==> src/rtl/ledger_txn_arbiter.sv <==
// Round-robin scheduler sharing the ledger core between NUM_PORTS requesters, with tag-based response routing.
// Optional LEDGER_ARB_STATS_EN adds 32-bit success/failure counters; otherwise stat_ok/stat_fail are tied to zero.
module ledger_txn_arbiter #(
  parameter int NUM_PORTS     = 4,
  parameter int USER_WIDTH    = 10,
  parameter int BALANCE_WIDTH = 64,
  parameter int TAG_DEPTH     = 4
) (
  input  logic                               clk,
  input  logic                               rst_n,
  input  logic [NUM_PORTS-1:0]               req_valid,
  output logic [NUM_PORTS-1:0]               req_ready,
  input  logic [NUM_PORTS-1:0]               req_opcode,
  input  logic [NUM_PORTS*USER_WIDTH-1:0]    req_user_a,
  input  logic [NUM_PORTS*USER_WIDTH-1:0]    req_user_b,
  input  logic [NUM_PORTS*BALANCE_WIDTH-1:0] req_amount_0,
  input  logic [NUM_PORTS*BALANCE_WIDTH-1:0] req_amount_1,
  output logic                               core_valid,
  output logic                               core_opcode,
  output logic [USER_WIDTH-1:0]              core_user_a,
  output logic [USER_WIDTH-1:0]              core_user_b,
  output logic [BALANCE_WIDTH-1:0]           core_amount_0,
  output logic [BALANCE_WIDTH-1:0]           core_amount_1,
  input  logic                               core_rsp_valid,
  input  logic                               core_rsp_success,
  output logic [NUM_PORTS-1:0]               rsp_valid,
  output logic                               rsp_success,
  input  logic                               pause_req,
  output logic                               paused,
  output logic                               err_orphan,
  output logic [31:0]                        stat_ok,
  output logic [31:0]                        stat_fail
);

  localparam int PW = $clog2(NUM_PORTS);
  localparam int AW = (TAG_DEPTH > 1) ? $clog2(TAG_DEPTH) : 1;
  localparam int CW = $clog2(TAG_DEPTH + 1);

  typedef enum logic [1:0] {RUN, DRAIN, PAUSED} state_t;

  state_t                   state_q, state_d;
  logic [PW-1:0]            rr_ptr_q, rr_ptr_d;
  logic [PW-1:0]            grant_idx;
  logic                     grant_found;
  logic                     arb_en, xfer;

  logic [PW-1:0]            tag_mem [TAG_DEPTH];
  logic [AW-1:0]            wr_ptr_q, rd_ptr_q;
  logic [CW-1:0]            cnt_q, cnt_d;
  logic                     fifo_empty, fifo_full, push, pop;

  logic                     core_valid_q, core_opcode_q;
  logic [USER_WIDTH-1:0]    core_user_a_q, core_user_b_q;
  logic [BALANCE_WIDTH-1:0] core_amount_0_q, core_amount_1_q;
  logic [NUM_PORTS-1:0]     rsp_valid_q;
  logic                     rsp_success_q;
  logic                     err_orphan_q;

  function automatic logic [AW-1:0] ptr_inc(input logic [AW-1:0] p);
    return (p == AW'(TAG_DEPTH - 1)) ? '0 : p + 1'b1;
  endfunction

  // First requester at or after rr_ptr, scanning modulo NUM_PORTS.
  always_comb begin
    grant_found = 1'b0;
    grant_idx   = '0;
    for (int unsigned i = 0; i < NUM_PORTS; i++) begin
      int unsigned cand;
      cand = (32'(rr_ptr_q) + i) % NUM_PORTS;
      if (!grant_found && req_valid[cand]) begin
        grant_found = 1'b1;
        grant_idx   = PW'(cand);
      end
    end
  end

  assign fifo_empty = (cnt_q == '0);
  assign fifo_full  = (cnt_q == CW'(TAG_DEPTH));
  // Full is judged on registered occupancy, so a same-cycle pop cannot enable a grant.
  assign arb_en     = rst_n && (state_q == RUN) && !pause_req && !fifo_full;
  assign xfer       = arb_en && grant_found;
  assign req_ready  = xfer ? (NUM_PORTS'(1) << grant_idx) : '0;
  assign push       = xfer;
  assign pop        = core_rsp_valid && !fifo_empty;

  always_comb begin
    rr_ptr_d = rr_ptr_q;
    if (xfer)
      rr_ptr_d = (grant_idx == PW'(NUM_PORTS - 1)) ? '0 : grant_idx + 1'b1;
  end

  always_comb begin
    cnt_d = cnt_q;
    if (push && !pop)
      cnt_d = cnt_q + 1'b1;
    else if (pop && !push)
      cnt_d = cnt_q - 1'b1;
  end

  always_comb begin
    state_d = state_q;
    case (state_q)
      RUN:     if (pause_req) state_d = DRAIN;
      DRAIN: begin
        if (!pause_req)                       state_d = RUN;
        else if (fifo_empty && !core_valid_q) state_d = PAUSED;
      end
      PAUSED:  if (!pause_req) state_d = RUN;
      default: state_d = RUN;
    endcase
  end

  always_ff @(posedge clk) begin
    if (push)
      tag_mem[wr_ptr_q] <= grant_idx;
  end

  always_ff @(posedge clk or negedge rst_n) begin
    if (!rst_n) begin
      state_q         <= RUN;
      rr_ptr_q        <= '0;
      wr_ptr_q        <= '0;
      rd_ptr_q        <= '0;
      cnt_q           <= '0;
      core_valid_q    <= 1'b0;
      core_opcode_q   <= 1'b0;
      core_user_a_q   <= '0;
      core_user_b_q   <= '0;
      core_amount_0_q <= '0;
      core_amount_1_q <= '0;
      rsp_valid_q     <= '0;
      rsp_success_q   <= 1'b0;
      err_orphan_q    <= 1'b0;
    end else begin
      state_q      <= state_d;
      rr_ptr_q     <= rr_ptr_d;
      cnt_q        <= cnt_d;
      core_valid_q <= xfer;
      if (push) wr_ptr_q <= ptr_inc(wr_ptr_q);
      if (pop)  rd_ptr_q <= ptr_inc(rd_ptr_q);
      if (xfer) begin
        core_opcode_q   <= req_opcode[grant_idx];
        core_user_a_q   <= req_user_a[grant_idx*USER_WIDTH +: USER_WIDTH];
        core_user_b_q   <= req_user_b[grant_idx*USER_WIDTH +: USER_WIDTH];
        core_amount_0_q <= req_amount_0[grant_idx*BALANCE_WIDTH +: BALANCE_WIDTH];
        core_amount_1_q <= req_amount_1[grant_idx*BALANCE_WIDTH +: BALANCE_WIDTH];
      end
      rsp_valid_q   <= pop ? (NUM_PORTS'(1) << tag_mem[rd_ptr_q]) : '0;
      rsp_success_q <= pop && core_rsp_success;
      if (core_rsp_valid && fifo_empty)
        err_orphan_q <= 1'b1;
    end
  end

`ifdef LEDGER_ARB_STATS_EN
  logic [31:0] stat_ok_q, stat_fail_q;

  always_ff @(posedge clk or negedge rst_n) begin
    if (!rst_n) begin
      stat_ok_q   <= '0;
      stat_fail_q <= '0;
    end else if (pop) begin
      if (core_rsp_success) stat_ok_q   <= stat_ok_q + 1'b1;
      else                  stat_fail_q <= stat_fail_q + 1'b1;
    end
  end

  assign stat_ok   = stat_ok_q;
  assign stat_fail = stat_fail_q;
`else
  assign stat_ok   = '0;
  assign stat_fail = '0;
`endif

  assign core_valid    = core_valid_q;
  assign core_opcode   = core_opcode_q;
  assign core_user_a   = core_user_a_q;
  assign core_user_b   = core_user_b_q;
  assign core_amount_0 = core_amount_0_q;
  assign core_amount_1 = core_amount_1_q;
  assign rsp_valid     = rsp_valid_q;
  assign rsp_success   = rsp_success_q;
  assign paused        = (state_q == PAUSED);
  assign err_orphan    = err_orphan_q;

endmodule
==> config.mk <==
export PLATFORM = sky130hd
export DESIGN_NAME = ledger_txn_arbiter
export DESIGN_NICKNAME = d
export VERILOG_FILES = /design/src/rtl/ledger_txn_arbiter.sv
export SDC_FILE = /design/constraint.sdc
export NUM_CORES = 1
export LEC_CHECK = 0
export ABC_AREA = 1
export BUFFER_PORTS_ARGS = -buffer_cell sky130_fd_sc_hd__buf_2
export CAP_MARGIN = 10
export CORE_AREA = 2 2 324 326
export DETAILED_ROUTE_END_ITERATION = 6
export DIE_AREA = 0 0 326 328
export SLEW_MARGIN = 20
export SYNTH_ARGS = -nofsm -noshare
export SYNTH_HDL_FRONTEND = slang
export SYNTH_SLANG_ARGS = --single-unit
export TNS_END_PERCENT = 100
==> constraint.sdc <==
create_clock -name clk -period 6.6 [get_ports clk]
set_input_delay 0.33 -clock clk [delete_from_list [all_inputs] [get_ports clk]]
set_output_delay 0.33 -clock clk [all_outputs]
set_load 0.1 [all_outputs]
-- Word level (Yosys, flattened, before mapping)
Memory sizes are Yosys's and may differ from the RTL's.
Index checks and enable logic that the tools add are counted.
- memory bits (writable): 8
- memories: 1
- register bits after elaboration: 167
- word-level logic and storage cells: 102
- bits of input ports: 605
- output and inout bits: 225
- reduce and logical (&&, ||, !) cells: 26
- equality and inequality tests: 9
- shift operators: 6
- add/subtract/negate cells: 8
- magnitude comparators: 5
- $mul: 1
- muxes and demuxes: 32
- memory list (name ; words ; bits a word ; rd ports ; clocked after memory_dff ; write ports ; RTL line ; source):
    tag_mem ; 4 ; 2 ; 1 ; 0 ; 1 ; 47 ; logic [PW-1:0] tag_mem [TAG_DEPTH];
- operator list (operator ; number):
    indexed part select 256 x 9 -> 64 bit ; 2
    indexed part select 40 x 7 -> 10 bit ; 2
    2-to-1 mux 2 bit ; 11
    less-than comparator 2 x 3 -> 1 bit (second input constant) ; 5
    logical AND 1 bit ; 13
    2-to-1 mux 1 bit ; 11
    binary-select mux 1 bit (select 2 bit) ; 5
    logical NOT 1 bit ; 9
    adder 2 x 1 -> 2 bit (second input constant) ; 4
    == test 2 bit (second input constant) ; 4
    2-to-1 mux 4 bit ; 2
    left shift 1 x 2 -> 4 bit (first input constant) ; 2
    2-to-1 mux 3 bit ; 2
    case mux 2 bit (3 select lines) ; 1
    multiplier 2 x 3 -> 5 bit (second input constant) ; 1
    adder 2 bit (second input constant) ; 2
    inequality test 2 bit (second input constant) ; 2
    adder 3 x 1 -> 3 bit (second input constant) ; 1
    == test 3 bit (second input constant) ; 1
    logical NOT 3 bit ; 1
    inequality test 3 bit (second input constant) ; 1
    AND reduction 3 bit ; 1
    subtractor 3 x 1 -> 3 bit (second input constant) ; 1
    == test 2 x 1 -> 1 bit (second input constant) ; 1
    2 further kinds ; 2

-- Logic depth before layout (Yosys ltp)
- word-level depth: 17
- depth in mapped cells: 17
- gate-level depth less buffers: 15

-- Least setup slack after synthesis
OpenSTA, ideal clock, no wires.
- path kind: register to output
- start point: register rr_ptr_q[0]
- end point: output req_ready[3]
- slack: 3.294 ns
- required time: 6.270 ns
- stages on the path, launching flop included: 16
- buffers on the path: 3
- arrival time: 2.976 ns
- cell sequence: dfrtp_1 -> buf_6 -> inv_6 -> nand2_1 -> nand3_1 -> nand2_2 -> inv_1 -> nand2_1 -> nand2_1 -> nand3_2 -> buf_2 -> buf_2 -> inv_1 -> ha_1 -> inv_1 -> nor2_1
- cells in the longest elaborated chain, start to end: 14
- elaborated cells between the ends (all ways): 28
- classes of those cells: add/sub (3); shift (1); mux (17); reduce/logical (7)
- RTL lines (item ; RTL line ; source):
    start, declared ; 42 ; logic [PW-1:0] rr_ptr_q, rr_ptr_d;
    start signal, assigned ; 136 ; rr_ptr_q <= rr_ptr_d;
    parallel branches: the longest is 11 deep, another holds adder 2 x 1 -> 2 bit ; -- ;
    2-to-1 mux 2 bit (*) ; 70 ; if (!grant_found && req_valid[cand]) begin
    named net grant_idx[0] ; 43 ; logic [PW-1:0] grant_idx;
    left shift 1 x 2 -> 4 bit (*) ; 82 ; assign req_ready = xfer ? (NUM_PORTS'(1) << grant_idx) : '0;
    2-to-1 mux 4 bit (*) ; 82 ;
    end, declared ; 12 ; output logic [NUM_PORTS-1:0] req_ready,
Mark *: on every way through the listed nets, which the timed path passes. The select of a mux whose other input is x is not followed.

-- Worst setup path after layout
- start point: register rr_ptr_q[0]
- end point: output req_ready[1]
- cells in the longest elaborated chain, start to end: 14
- elaborated cells between the ends (all ways): 28
- classes of those cells: add/sub (3); shift (1); mux (17); reduce/logical (7)
- RTL lines (item ; RTL line):
    parallel branches: the longest is 13 deep, another holds adder 2 x 1 -> 2 bit ; --
    2-to-1 mux 4 bit (*) ; 82
Mark *: on every way between the ends. The select of a mux whose other input is x is not followed.

==> flow_summary.ini <==
[global_route]
grt_usage_pct = 12.5
overflow = 0
grt_pass1_wl_microns = 103000
grt_max_degree = 161
antenna_found_initial = 13
grt_pass1_vias = 17900

[timing]
finalMaxSlewViolations = 0
period_share_pct = 69.5
setup_violations = 0
hold_viol = 0
fmax_ghz = 0.218
skew_ps = 12.4
rsz0062_at_grt = false
max_slew_margin_pct = 29.0
finalSetupTns_ps = 0
period_needed_ps = 4590
worst_pin_slew_ps = 1070

[synth]
synth_edf_count = 8
synth_area_per_cell_sq_um = 5.87
yosys-top-cells-count = 945 x nand2_1, 624 x inv_1, 311 x nand3_1
synthCells = 2679
synth_area_leader_cell = dfrtp_1
ys_warn_count = 0
yosysTopAreaCellShare_pct = 26.6
ys_types = 29
synth-main-ff-cell = dfrtp_1
yosysMostFrequentCell = nand2_1
netlist_top_cells_area = dfrtp_1 27%, nand2_1 23%, inv_1 15%, nand4_1 12%, nand3_1 9.9%
synthArstFlopShare_pct = 95.4
ys_ff_latch = 175
synth_seq_area_share_pct = 28.1
syn-cell-area_sq_um = 15700

[worst_setup_path]
ff2ff_path_depth = 13
worstReg2RegStart = rr_ptr_q[0]
ff2ff_setup_slack_ps = 2450
crit_arrival_ps = 4260
regToRegEndpoint = cnt_q[1]
start_kind = flop
crit_start = rr_ptr_q[0]
crit_path_end_kind = output port
required_ps = 6270
crit_type = flop to output port
crit_fanout = 58

[clock_tree]
path_clk_slew_ps = 70
cts_inserted_buffers = 17
cts_root_buffer = clkbuf_16
clock_sinks = 175
insertion_delay_ps = 490
cts_tree = yes
cts-root-to-sink-buffers = 2
cts_setup_buffers = 0
htree_levels = 4

[min_path]
min_from = core_rsp_success
hp-class = input port to flop
min_path_cells = 3
hold_end = rsp_success

[place]
io_buffer_count = 765
globalplace.congestion = 0.911
hpwl_microns = 52500

[finish]
syn2layout_area_growth_pct = 32.7
drive_gt1_share_pct = 25.3
final_net_count = 3904
fill_cells = 11900

[route]
first_pass_iters = 6
wl_per_cell_microns = 14.9
via_count = 18800
via_per_inst = 4.00
drt-total-wl_microns = 70000
postRouteAntennaNets = 0
drtIter0Drc = 1058
remaining_drc_errors = 0

[flow_run]
maxCapViolCount = 0

[outcome]
status = finished, final reports clean

[floorplan]
coreArea_sq_um = 103000
placementRows = 118
initial_core_util_pct = 15.2
die_y_microns = 328
dieArea_sq_um = 107000
die_x_microns = 326
ios = 830
-- worst max-delay path: stages, from the launching register on --
cell	delay, ps
dfrtp_1	620
inv_6	100
nand2_1	90
nand2_2	80
nand2_1	100
inv_2	40
nor2_1	170
nand3_4	530
nand2_4	770
buf_4	660
nor2_1	70
buf_2	320
-- worst max-delay path by stage --
stage	to	slack, ps
after floorplan	req_ready[3]	3290
after global placement	cnt_q[1]	2330
after global routing	req_ready[1]	1670
final	req_ready[1]	2010
after detailed placement	cnt_q[1]	2340
after CTS	req_ready[1]	1900
-- routing by layer --
metal / vias up / share of wire (%) / global-route usage, %
li1: 9313 / - / -
met5: - / 0.049 / 0
met4: 6 / 3.1 / 4.72
met2: 787 / 48 / 21.2
met3: 95 / 7.4 / 3.60
met1: 8566 / 41 / 14.9
-- registers in the layout (all words and copies together) (netlist names) --
register / flops
core_valid: 1
rsp_success: 1
core_amount_0: 64
cnt_q: 3
err_orphan: 1
tag_mem: 8
rr_ptr_q: 2
core_amount_1: 64
core_opcode: 1
state_q: 2
core_user_a: 10
wr_ptr_q: 2
rd_ptr_q: 2
core_user_b: 10
rsp_valid: 4
-- through the flow --
stage	cell area, sq um	cells	utilization, %	setup slack [ps]	hold slack [ps]
2_1_floorplan	16000	2742	-	3290	34.4
3_3_place_gp	20300	4648	19.6	2330	292
3_5_place_dp	20300	4648	19.6	2340	296
4_1_cts	20900	4681	20.2	1900	7.76
5_1_grt	20900	4683	20.2	1670	21.1
6_report	20900	4686	20.2	2010	73.8
-- kinds of logic (layout without fill, tap and decap cells) --
| family | after synthesis | in the layout | synth area share (%) |
|---|---|---|---|
| buffers and inverters | 892 | 1451 | 25.0 |
| DFF | 175 | 175 | 28.1 |
| xor gates and xnor gates | 2 | 2 | 0.111 |
| and+or+nand+nor | 1584 | 1584 | 45.3 |
| adders and majority gates | 11 | 11 | 0.923 |
| AOI/OAI and AO/OA | 13 | 13 | 0.461 |
| muxes | 1 | 1 | 0.0716 |
| other | 1 | 69 | 0.0238 |
-- area by class of cell --
class                           instances  area (sq um)  area share, %
Antenna cell                            5          12.5         0.0600
Clock buffer                           20           437           2.09
Clock inverter                         12           133          0.636
Inverter                              629          2380           11.4
Multi-Input combinational cell       1675          7660           36.7
Sequential cell                       175          4420           21.2
Tap cell                             1380          1730           8.27
Timing Repair Buffer                  790          4100           19.7
-- cell usage in the layout, fill, tap and decap left out, types with 2 or more instances in the layout --
cell,synthesis,layout
nand3_4,0,3
edfxtp_1,8,8
buf_12,0,6
nand2_2,5,4
inv_2,4,2
clkbuf_16,0,17
o21ai_0,8,8
nor3_1,2,2
inv_1,624,624
buf_4,80,18
clkinv_2,0,3
nand3_1,311,311
a21oi_1,3,3
bufinv_16,0,2
clkbuf_1,44,3
nand2_1,945,943
inv_6,1,6
diode_2,0,5
dfrtp_1,167,167
nor2_1,18,18
conb_1,1,64
nand4_1,299,299
nand2_4,0,2
buf_2,119,764
ha_1,10,10
clkinvlp_4,0,3
-- what timing repair did --
item	CTS	global route
endpoints found under the setup margin	0	0
hold buffers	1	0
gates resized for setup	0	0
hold endpoints to repair	28	0
Power is not shown: default switching activity piles up to over one toggle a cycle in this logic, so the estimate is an artifact.
